`src/rtl/apb_initiator_if.sv`:
```
// Request/response and APB bus signals of the APB initiator, grouped as one bundle.
// The master modport is the initiator's view; slave is the view of whoever drives it.
interface apb_initiator_if #(
    parameter int unsigned APB_ADDR_WIDTH = 32,
    parameter int unsigned APB_DATA_WIDTH = 32
);
    logic                      req_valid_i;
    logic                      req_ready_o;
    logic [APB_ADDR_WIDTH-1:0] req_addr_i;
    logic                      req_write_i;
    logic [APB_DATA_WIDTH-1:0] req_wdata_i;

    logic                      rsp_valid_o;
    logic                      rsp_ready_i;
    logic [APB_DATA_WIDTH-1:0] rsp_rdata_o;
    logic                      rsp_err_o;

    logic                      psel_o;
    logic                      penable_o;
    logic                      pwrite_o;
    logic [APB_ADDR_WIDTH-1:0] paddr_o;
    logic [APB_DATA_WIDTH-1:0] pwdata_o;
    logic [APB_DATA_WIDTH-1:0] prdata_i;
    logic                      pready_i;
    logic                      pslverr_i;

    modport master (
        input  req_valid_i, req_addr_i, req_write_i, req_wdata_i, rsp_ready_i,
        input  prdata_i, pready_i, pslverr_i,
        output req_ready_o, rsp_valid_o, rsp_rdata_o, rsp_err_o,
        output psel_o, penable_o, pwrite_o, paddr_o, pwdata_o
    );

    modport slave (
        output req_valid_i, req_addr_i, req_write_i, req_wdata_i, rsp_ready_i,
        output prdata_i, pready_i, pslverr_i,
        input  req_ready_o, rsp_valid_o, rsp_rdata_o, rsp_err_o,
        input  psel_o, penable_o, pwrite_o, paddr_o, pwdata_o
    );
endinterface

```
`src/rtl/apb_initiator.sv`:
```
// Single-outstanding APB master: turns a valid/ready request into an APB SETUP/ACCESS
// transfer and returns a registered response, with an optional ACCESS-phase timeout.
module apb_initiator #(
    parameter int unsigned APB_ADDR_WIDTH = 32,
    parameter int unsigned APB_DATA_WIDTH = 32,
    parameter int unsigned TIMEOUT_CYCLES = 256
) (
    input  logic         clk_i,
    input  logic         rst_i,
    apb_initiator_if.master bus
);
    localparam int unsigned CNT_W     = (TIMEOUT_CYCLES > 0) ? $clog2(TIMEOUT_CYCLES + 1) : 1;
    localparam int unsigned CNT_LIMIT = (TIMEOUT_CYCLES > 0) ? TIMEOUT_CYCLES - 1 : 0;
    localparam bit          TO_EN     = (TIMEOUT_CYCLES != 0);

    typedef enum logic [1:0] {IDLE, SETUP, ACCESS, RESP} state_t;

    state_t                    state_q, state_d;
    logic [CNT_W-1:0]          cnt_q, cnt_d;
    logic                      req_ready_q, req_ready_d;
    logic                      psel_q, psel_d;
    logic                      penable_q, penable_d;
    logic                      pwrite_q, pwrite_d;
    logic [APB_ADDR_WIDTH-1:0] paddr_q, paddr_d;
    logic [APB_DATA_WIDTH-1:0] pwdata_q, pwdata_d;
    logic                      rsp_valid_q, rsp_valid_d;
    logic [APB_DATA_WIDTH-1:0] rsp_rdata_q, rsp_rdata_d;
    logic                      rsp_err_q, rsp_err_d;

    // Next state plus next value of every registered output
    always_comb begin
        state_d     = state_q;
        cnt_d       = cnt_q;
        pwrite_d    = pwrite_q;
        paddr_d     = paddr_q;
        pwdata_d    = pwdata_q;
        rsp_rdata_d = rsp_rdata_q;
        rsp_err_d   = rsp_err_q;

        case (state_q)
            IDLE: begin
                if (bus.req_valid_i) begin
                    paddr_d  = bus.req_addr_i;
                    pwrite_d = bus.req_write_i;
                    pwdata_d = bus.req_wdata_i;
                    cnt_d    = '0;
                    state_d  = SETUP;
                end
            end
            SETUP: state_d = ACCESS;
            ACCESS: begin
                if (bus.pready_i) begin
                    rsp_err_d   = bus.pslverr_i;
                    rsp_rdata_d = (!pwrite_q && !bus.pslverr_i) ? bus.prdata_i : '0;
                    state_d     = RESP;
                end else if (TO_EN && (cnt_q == CNT_W'(CNT_LIMIT))) begin
                    // Hung slave: complete with an error instead of waiting forever
                    rsp_err_d   = 1'b1;
                    rsp_rdata_d = '0;
                    state_d     = RESP;
                end else if (TO_EN) begin
                    cnt_d = cnt_q + CNT_W'(1);
                end
            end
            RESP: begin
                if (bus.rsp_ready_i) state_d = IDLE;
            end
            default: state_d = IDLE;
        endcase

        // Handshake/strobe outputs follow the state being entered
        req_ready_d = (state_d == IDLE);
        psel_d      = (state_d == SETUP) || (state_d == ACCESS);
        penable_d   = (state_d == ACCESS);
        rsp_valid_d = (state_d == RESP);
    end

    always_ff @(posedge clk_i) begin
        if (rst_i) begin
            state_q     <= IDLE;
            cnt_q       <= '0;
            req_ready_q <= 1'b1;
            psel_q      <= 1'b0;
            penable_q   <= 1'b0;
            pwrite_q    <= 1'b0;
            paddr_q     <= '0;
            pwdata_q    <= '0;
            rsp_valid_q <= 1'b0;
            rsp_rdata_q <= '0;
            rsp_err_q   <= 1'b0;
        end else begin
            state_q     <= state_d;
            cnt_q       <= cnt_d;
            req_ready_q <= req_ready_d;
            psel_q      <= psel_d;
            penable_q   <= penable_d;
            pwrite_q    <= pwrite_d;
            paddr_q     <= paddr_d;
            pwdata_q    <= pwdata_d;
            rsp_valid_q <= rsp_valid_d;
            rsp_rdata_q <= rsp_rdata_d;
            rsp_err_q   <= rsp_err_d;
        end
    end

    assign bus.req_ready_o = req_ready_q;
    assign bus.psel_o      = psel_q;
    assign bus.penable_o   = penable_q;
    assign bus.pwrite_o    = pwrite_q;
    assign bus.paddr_o     = paddr_q;
    assign bus.pwdata_o    = pwdata_q;
    assign bus.rsp_valid_o = rsp_valid_q;
    assign bus.rsp_rdata_o = rsp_rdata_q;
    assign bus.rsp_err_o   = rsp_err_q;
endmodule

```
`src/flat_wrapper.sv`:
```
// flat-port wrapper written by rule: the top's interface ports become plain ports
module apb_initiator_flat 
#(
    parameter int unsigned APB_ADDR_WIDTH = 32,
    parameter int unsigned APB_DATA_WIDTH = 32,
    parameter int unsigned TIMEOUT_CYCLES = 256
)
  (clk_i, rst_i, bus_req_valid_i, bus_req_addr_i, bus_req_write_i, bus_req_wdata_i, bus_rsp_ready_i, bus_prdata_i, bus_pready_i, bus_pslverr_i, bus_req_ready_o, bus_rsp_valid_o, bus_rsp_rdata_o, bus_rsp_err_o, bus_psel_o, bus_penable_o, bus_pwrite_o, bus_paddr_o, bus_pwdata_o);
  apb_initiator_if #(.APB_ADDR_WIDTH(APB_ADDR_WIDTH), .APB_DATA_WIDTH(APB_DATA_WIDTH)) bus_i ();
  input  logic clk_i;
  input  logic rst_i;
  input wire logic [$bits(bus_i.req_valid_i)-1:0] bus_req_valid_i;
  input wire logic [$bits(bus_i.req_addr_i)-1:0] bus_req_addr_i;
  input wire logic [$bits(bus_i.req_write_i)-1:0] bus_req_write_i;
  input wire logic [$bits(bus_i.req_wdata_i)-1:0] bus_req_wdata_i;
  input wire logic [$bits(bus_i.rsp_ready_i)-1:0] bus_rsp_ready_i;
  input wire logic [$bits(bus_i.prdata_i)-1:0] bus_prdata_i;
  input wire logic [$bits(bus_i.pready_i)-1:0] bus_pready_i;
  input wire logic [$bits(bus_i.pslverr_i)-1:0] bus_pslverr_i;
  output wire logic [$bits(bus_i.req_ready_o)-1:0] bus_req_ready_o;
  output wire logic [$bits(bus_i.rsp_valid_o)-1:0] bus_rsp_valid_o;
  output wire logic [$bits(bus_i.rsp_rdata_o)-1:0] bus_rsp_rdata_o;
  output wire logic [$bits(bus_i.rsp_err_o)-1:0] bus_rsp_err_o;
  output wire logic [$bits(bus_i.psel_o)-1:0] bus_psel_o;
  output wire logic [$bits(bus_i.penable_o)-1:0] bus_penable_o;
  output wire logic [$bits(bus_i.pwrite_o)-1:0] bus_pwrite_o;
  output wire logic [$bits(bus_i.paddr_o)-1:0] bus_paddr_o;
  output wire logic [$bits(bus_i.pwdata_o)-1:0] bus_pwdata_o;
  assign bus_i.req_valid_i = bus_req_valid_i;
  assign bus_i.req_addr_i = bus_req_addr_i;
  assign bus_i.req_write_i = bus_req_write_i;
  assign bus_i.req_wdata_i = bus_req_wdata_i;
  assign bus_i.rsp_ready_i = bus_rsp_ready_i;
  assign bus_i.prdata_i = bus_prdata_i;
  assign bus_i.pready_i = bus_pready_i;
  assign bus_i.pslverr_i = bus_pslverr_i;
  assign bus_req_ready_o = bus_i.req_ready_o;
  assign bus_rsp_valid_o = bus_i.rsp_valid_o;
  assign bus_rsp_rdata_o = bus_i.rsp_rdata_o;
  assign bus_rsp_err_o = bus_i.rsp_err_o;
  assign bus_psel_o = bus_i.psel_o;
  assign bus_penable_o = bus_i.penable_o;
  assign bus_pwrite_o = bus_i.pwrite_o;
  assign bus_paddr_o = bus_i.paddr_o;
  assign bus_pwdata_o = bus_i.pwdata_o;
  apb_initiator #(.APB_ADDR_WIDTH(APB_ADDR_WIDTH), .APB_DATA_WIDTH(APB_DATA_WIDTH), .TIMEOUT_CYCLES(TIMEOUT_CYCLES)) u_core (.clk_i(clk_i), .rst_i(rst_i), .bus(bus_i));
endmodule
```
`config.mk`:
```
export PLATFORM = sky130hd
export DESIGN_NAME = apb_initiator_flat
export DESIGN_NICKNAME = d
export VERILOG_FILES = /design/src/rtl/apb_initiator_if.sv /design/src/rtl/apb_initiator.sv /design/src/flat_wrapper.sv
export SDC_FILE = /design/constraint.sdc
export NUM_CORES = 1
export LEC_CHECK = 0
export CORE_ASPECT_RATIO = 2
export CORE_MARGIN = 2
export CORE_UTILIZATION = 35
export CTS_BUF_LIST = sky130_fd_sc_hd__clkbuf_2
export DETAILED_ROUTE_END_ITERATION = 16
export DONT_BUFFER_PORTS = 1
export GPL_ROUTABILITY_DRIVEN = 0
export PLACE_DENSITY_LB_ADDON = 0.1
export SETUP_SLACK_MARGIN = 0.02
export SLEW_MARGIN = 20
export SYNTH_ARGS = -nofsm -noshare
export SYNTH_HDL_FRONTEND = slang
export SYNTH_SLANG_ARGS = --single-unit
```
`constraint.sdc`:
```
create_clock -name clk_i -period 2.6 [get_ports clk_i]
set_clock_uncertainty 0.1 [all_clocks]
set_input_delay 0.26 -clock clk_i [delete_from_list [all_inputs] [get_ports clk_i]]
set_output_delay 0.26 -clock clk_i [all_outputs]
set_load 0.01 [all_outputs]
```
==> run metrics, run 1 <==
status did not finish; stage reached clock tree synthesis; Err [ERROR RSZ-0060] Max buffer count reached.; row cnt 57; post-synth top area share 0.522; Warnings, synthesis 0; largest area contributor in the synthesized netlist dfxtp_1; Mapped Area between 0.004 and 0.005 sq mm; cts hold-fix bufs 134; DP Wirelength roughly 7.4 mm; # IOs between 200 and 250; combinational family with the most area after synthesis simple AND/OR/NAND/NOR gates; Seq/Total Area, Yosys 0.522; die span in y about 160 um; Port Buffers 0; dpl cell area 0.00442 sq mm; Die X 82.7 um; fraction of the mapped netlist area in simple logic gates 0.230; Seq cells post-synth ~110; Adder-Cell Fraction of Synth Area 0.0144; CTS Buf Count 17; post-cts resize count 0; xor/xnor share of the synthesized area 0; multiplexer share of the synthesized area 0.0139; H-tree levels 4; Sink Count around 110; Mean Syn Cell Area around 8.3 sq um; post-CTS setup buffer count 0; distinct cell type count after synthesis 29; DP Worst Slack 395 ps; Area contributors post-synth dfxtp_1, a21oi_1, nand2_1; Synth Instances 521; Root Buffer clkbuf_2; post-synthesis compound-gate area fraction 0.172; starting density of the core 0.357; Syn Nets 629; clk buf depth 2
[per-stage QoR]
step / std cells / utilization / hold WS, ps
detailed placement: 629 / 0.365 / 240
global placement: 629 / 0.365 / 238
floorplan: 521 / - / 296
[cell families after synthesis]
| kind of cell | count (synthesis) |
|---|---|
| compound gates | 143 |
| flops | 113 |
| buf+inv | 48 |
| simple gates | 206 |
| mux | 6 |
| fa+ha+maj | 5 |
[cell usage after synthesis]
cell,number
nor4bb_1,1
buf_6,2
and2_1,1
nand2b_1,2
nor3b_2,1
or2_0,2
a211oi_2,3
clkbuf_1,30
or4b_4,1
buf_2,12
or3b_1,1
nand2_1,132
a21oi_1,104
nand4b_1,1
o21a_1,1
nor2_1,5
nor2b_1,3
nand3_1,15
ha_1,5
inv_1,4
nand4bb_1,1
or2_2,1
nand3b_1,32
mux2i_1,6
or3_1,6
dfxtp_1,113
nand4_1,1
o21ai_0,34
a21o_1,1
==> run 2, diff against run 1 <==
- CORE_ASPECT_RATIO: 2 -> unset
- CORE_UTILIZATION: 35 -> 20
- CTS_BUF_LIST: sky130_fd_sc_hd__clkbuf_2 -> unset
- PLACE_DENSITY_LB_ADDON: 0.1 -> 0.15
- SETUP_SLACK_MARGIN: 0.02 -> unset
==> run metrics, run 2 <==
Routed WL around 13 mm; max-cap check violation count 0; Final #Nets approximately 710; Sink Count 113 (unchanged); Top FF cell, synth dfxtp_1; post-cts resize count 0 (unchanged); post-CTS setup buffer count 0 (unchanged); multiplexer share of the synthesized area 0.0139 (unchanged); largest net degree at the start of global routing roughly 110; Slew headroom 0.643; combinational family with the most area after synthesis simple AND/OR/NAND/NOR gates; RR Endpoint u_core.bus.paddr_o[29]; Synth Instances 521 (unchanged); Seq cells post-synth 113 (unchanged); vias 3901; Worst-Margin Slew 536 ps; full die area 0.0229 sq mm; VDD IR max between 300 and 400 uV; minimum clock period approximately 2400 ps; Commonest cells post-synth nand2_1, dfxtp_1, a21oi_1; P_leak approximately 2.1 nW; RSZ-0062 raised after global routing false; Slew Limit Fails 0; CP Capture Type flop; Post-synth EDFFs 0 (unchanged); H-tree levels 4 (unchanged); DR iter-0 viols ~150; Seq/Total Area, Yosys 0.522 (unchanged); latest clock arrival within the worst-skew pair about 410 ps; DP Wirelength 7.73 mm (+4.4%); first-pass GRT wire length approximately 19 mm; fraction of registers with async set/reset 0 (unchanged); cts hold-fix bufs 102 (-24%); row cnt 53 (-7.0%); gr usage total 0.110; CTS Buf Count 17 (unchanged); Reg-to-Reg Start u_core.state_q[0]; commonest non-fill, non-tap cell in the layout nand2_1; post-synthesis compound-gate area fraction 0.172 (unchanged); fraction of the mapped netlist area in simple logic gates 0.230 (unchanged); Power Total around 0.0046 W; CTS tree done; Area contributors post-synth dfxtp_1, a21oi_1, nand2_1; Layout area overhead 42.0%; Via-to-Cell Ratio roughly 4.4; Warnings, synthesis 0 (unchanged); # DRC 0; Mean Syn Cell Area 8.32 sq um (unchanged); most frequent cell after synthesis nand2_1; Antenna Cells 0; Peak Freq between 400 and 500 MHz; Adder-Cell Fraction of Synth Area 0.0144 (unchanged); Pwr Density between 700 and 800 mW/mm^2; Mapped Area 0.00433 sq mm (unchanged); CP startpoint kind flop; Initial DRT Pass Iterations 4; Port Buffers 0 (unchanged); largest area contributor in the synthesized netlist dfxtp_1; Hold Fails Final Rpt 0; fraction of layout cells with a size suffix above 1 0.0744; final setup vio count 0; # IOs 205 (unchanged); starting density of the core 0.205 (-0.153); post-synth top area share 0.522 (unchanged); Crit path arrival time 2630 ps; commonest cells after routing, fill and taps aside nand2_1, dfxtp_1, a21oi_1; Die X 151 um (+83%); initial antenna violation count 0; final antenna-violating net count 0; hold_sp rst_i; R2R cell count 5; origin of the worst setup path u_core.state_q[0]; Congestion Overflow GR 0; reg2reg setup slack approximately 230 ps; worst setup path endpoint u_core.bus.paddr_o[29]; vias in the first global route about 3800; worst hold path type in2reg; clk buf depth 2 (unchanged); period utilization 0.913; distinct cell type count after synthesis 29 (unchanged); worst path required time about 2900 ps; Syn Nets 629 (unchanged); CORE AREA around 0.021 sq mm; Root Buffer clkbuf_16; critical setup path kind reg2reg; CP max FO 43; die span in y 151 um (-6.3%); Reg clk slew, reported paths approximately 60 ps; Fin Setup TNS 0 ps; routed len/inst about 15 um; status finished, final reports clean; xor/xnor share of the synthesized area 0 (unchanged)
-- run 2: routing by layer --
metal / share of wire / global-route usage / up-vias
met4: 0.0088 / 0.0285 / 0
li1: - / - / 1926
met3: 0.10 / 0.0575 / 9
met2: 0.46 / 0.180 / 154
met5: 0 / 0 / -
met1: 0.43 / 0.126 / 1812
-- run 2: cell families (layout without fill, tap and decap cells) --
kind of cell | Yosys count | after routing
fa+ha+maj | 5 | 5
compound gates | 143 | 143
simple gates | 206 | 206
mux | 6 | 6
flops | 113 | 113
buf+inv | 48 | 145
-- run 2: worst min-delay path by stage --
stage,endpoint,slack [ps],cells past startpoint
after detailed placement,u_core.bus.pwdata_o[18],240,1
final,u_core.cnt_q[7],30,3
after CTS,u_core.cnt_q[7],9,3
after floorplan,u_core.bus.paddr_o[0],300,2
after global placement,u_core.bus.paddr_o[20],240,1
after global routing,u_core.cnt_q[7],40,3
-- run 2: metrics by stage --
step	std cells	hold WS (ps)	utilization	setup WS [ps]	area (sq um)
6_report	893	27.2	0.291	227	6150
4_1_cts	893	8.51	0.291	203	6150
2_1_floorplan	521	296	-	528	4330
5_1_grt	893	39.3	0.291	24.1	6150
3_3_place_gp	759	238	0.216	444	4570
3_5_place_dp	759	241	0.216	405	4570
-- run 2: where the power goes --
| group | leakage, nW | switching (W) | internal [W] | total, W |
|---|---|---|---|---|
| sequential | 0.922 | 0.000114 | 0.00183 | 0.00194 |
| clock | 0.258 | 0.000841 | 0.00133 | 0.00217 |
| combinational | 0.964 | 0.000238 | 0.000214 | 0.000451 |
-- run 2: final cells by class --
class | instances | area [sq um]
inverter | 4 | 15.0
clock inverter | 11 | 90.1
tap | 275 | 344
fill | 2222 | 15000
sequential | 113 | 2260
clock buffer | 21 | 450
timing repair buffer | 109 | 1100
multi-input combinational | 360 | 1890
-- run 2: worst max-delay path, cell delays in order, from the launching register on --
cell	delay [ps]
dfxtp_1	580
or3b_4	560
buf_12	280
nand2_1	80
a21oi_1	140
dlygate4sd3_1	560
No activity file was read; power rests on OpenSTA's default activity.
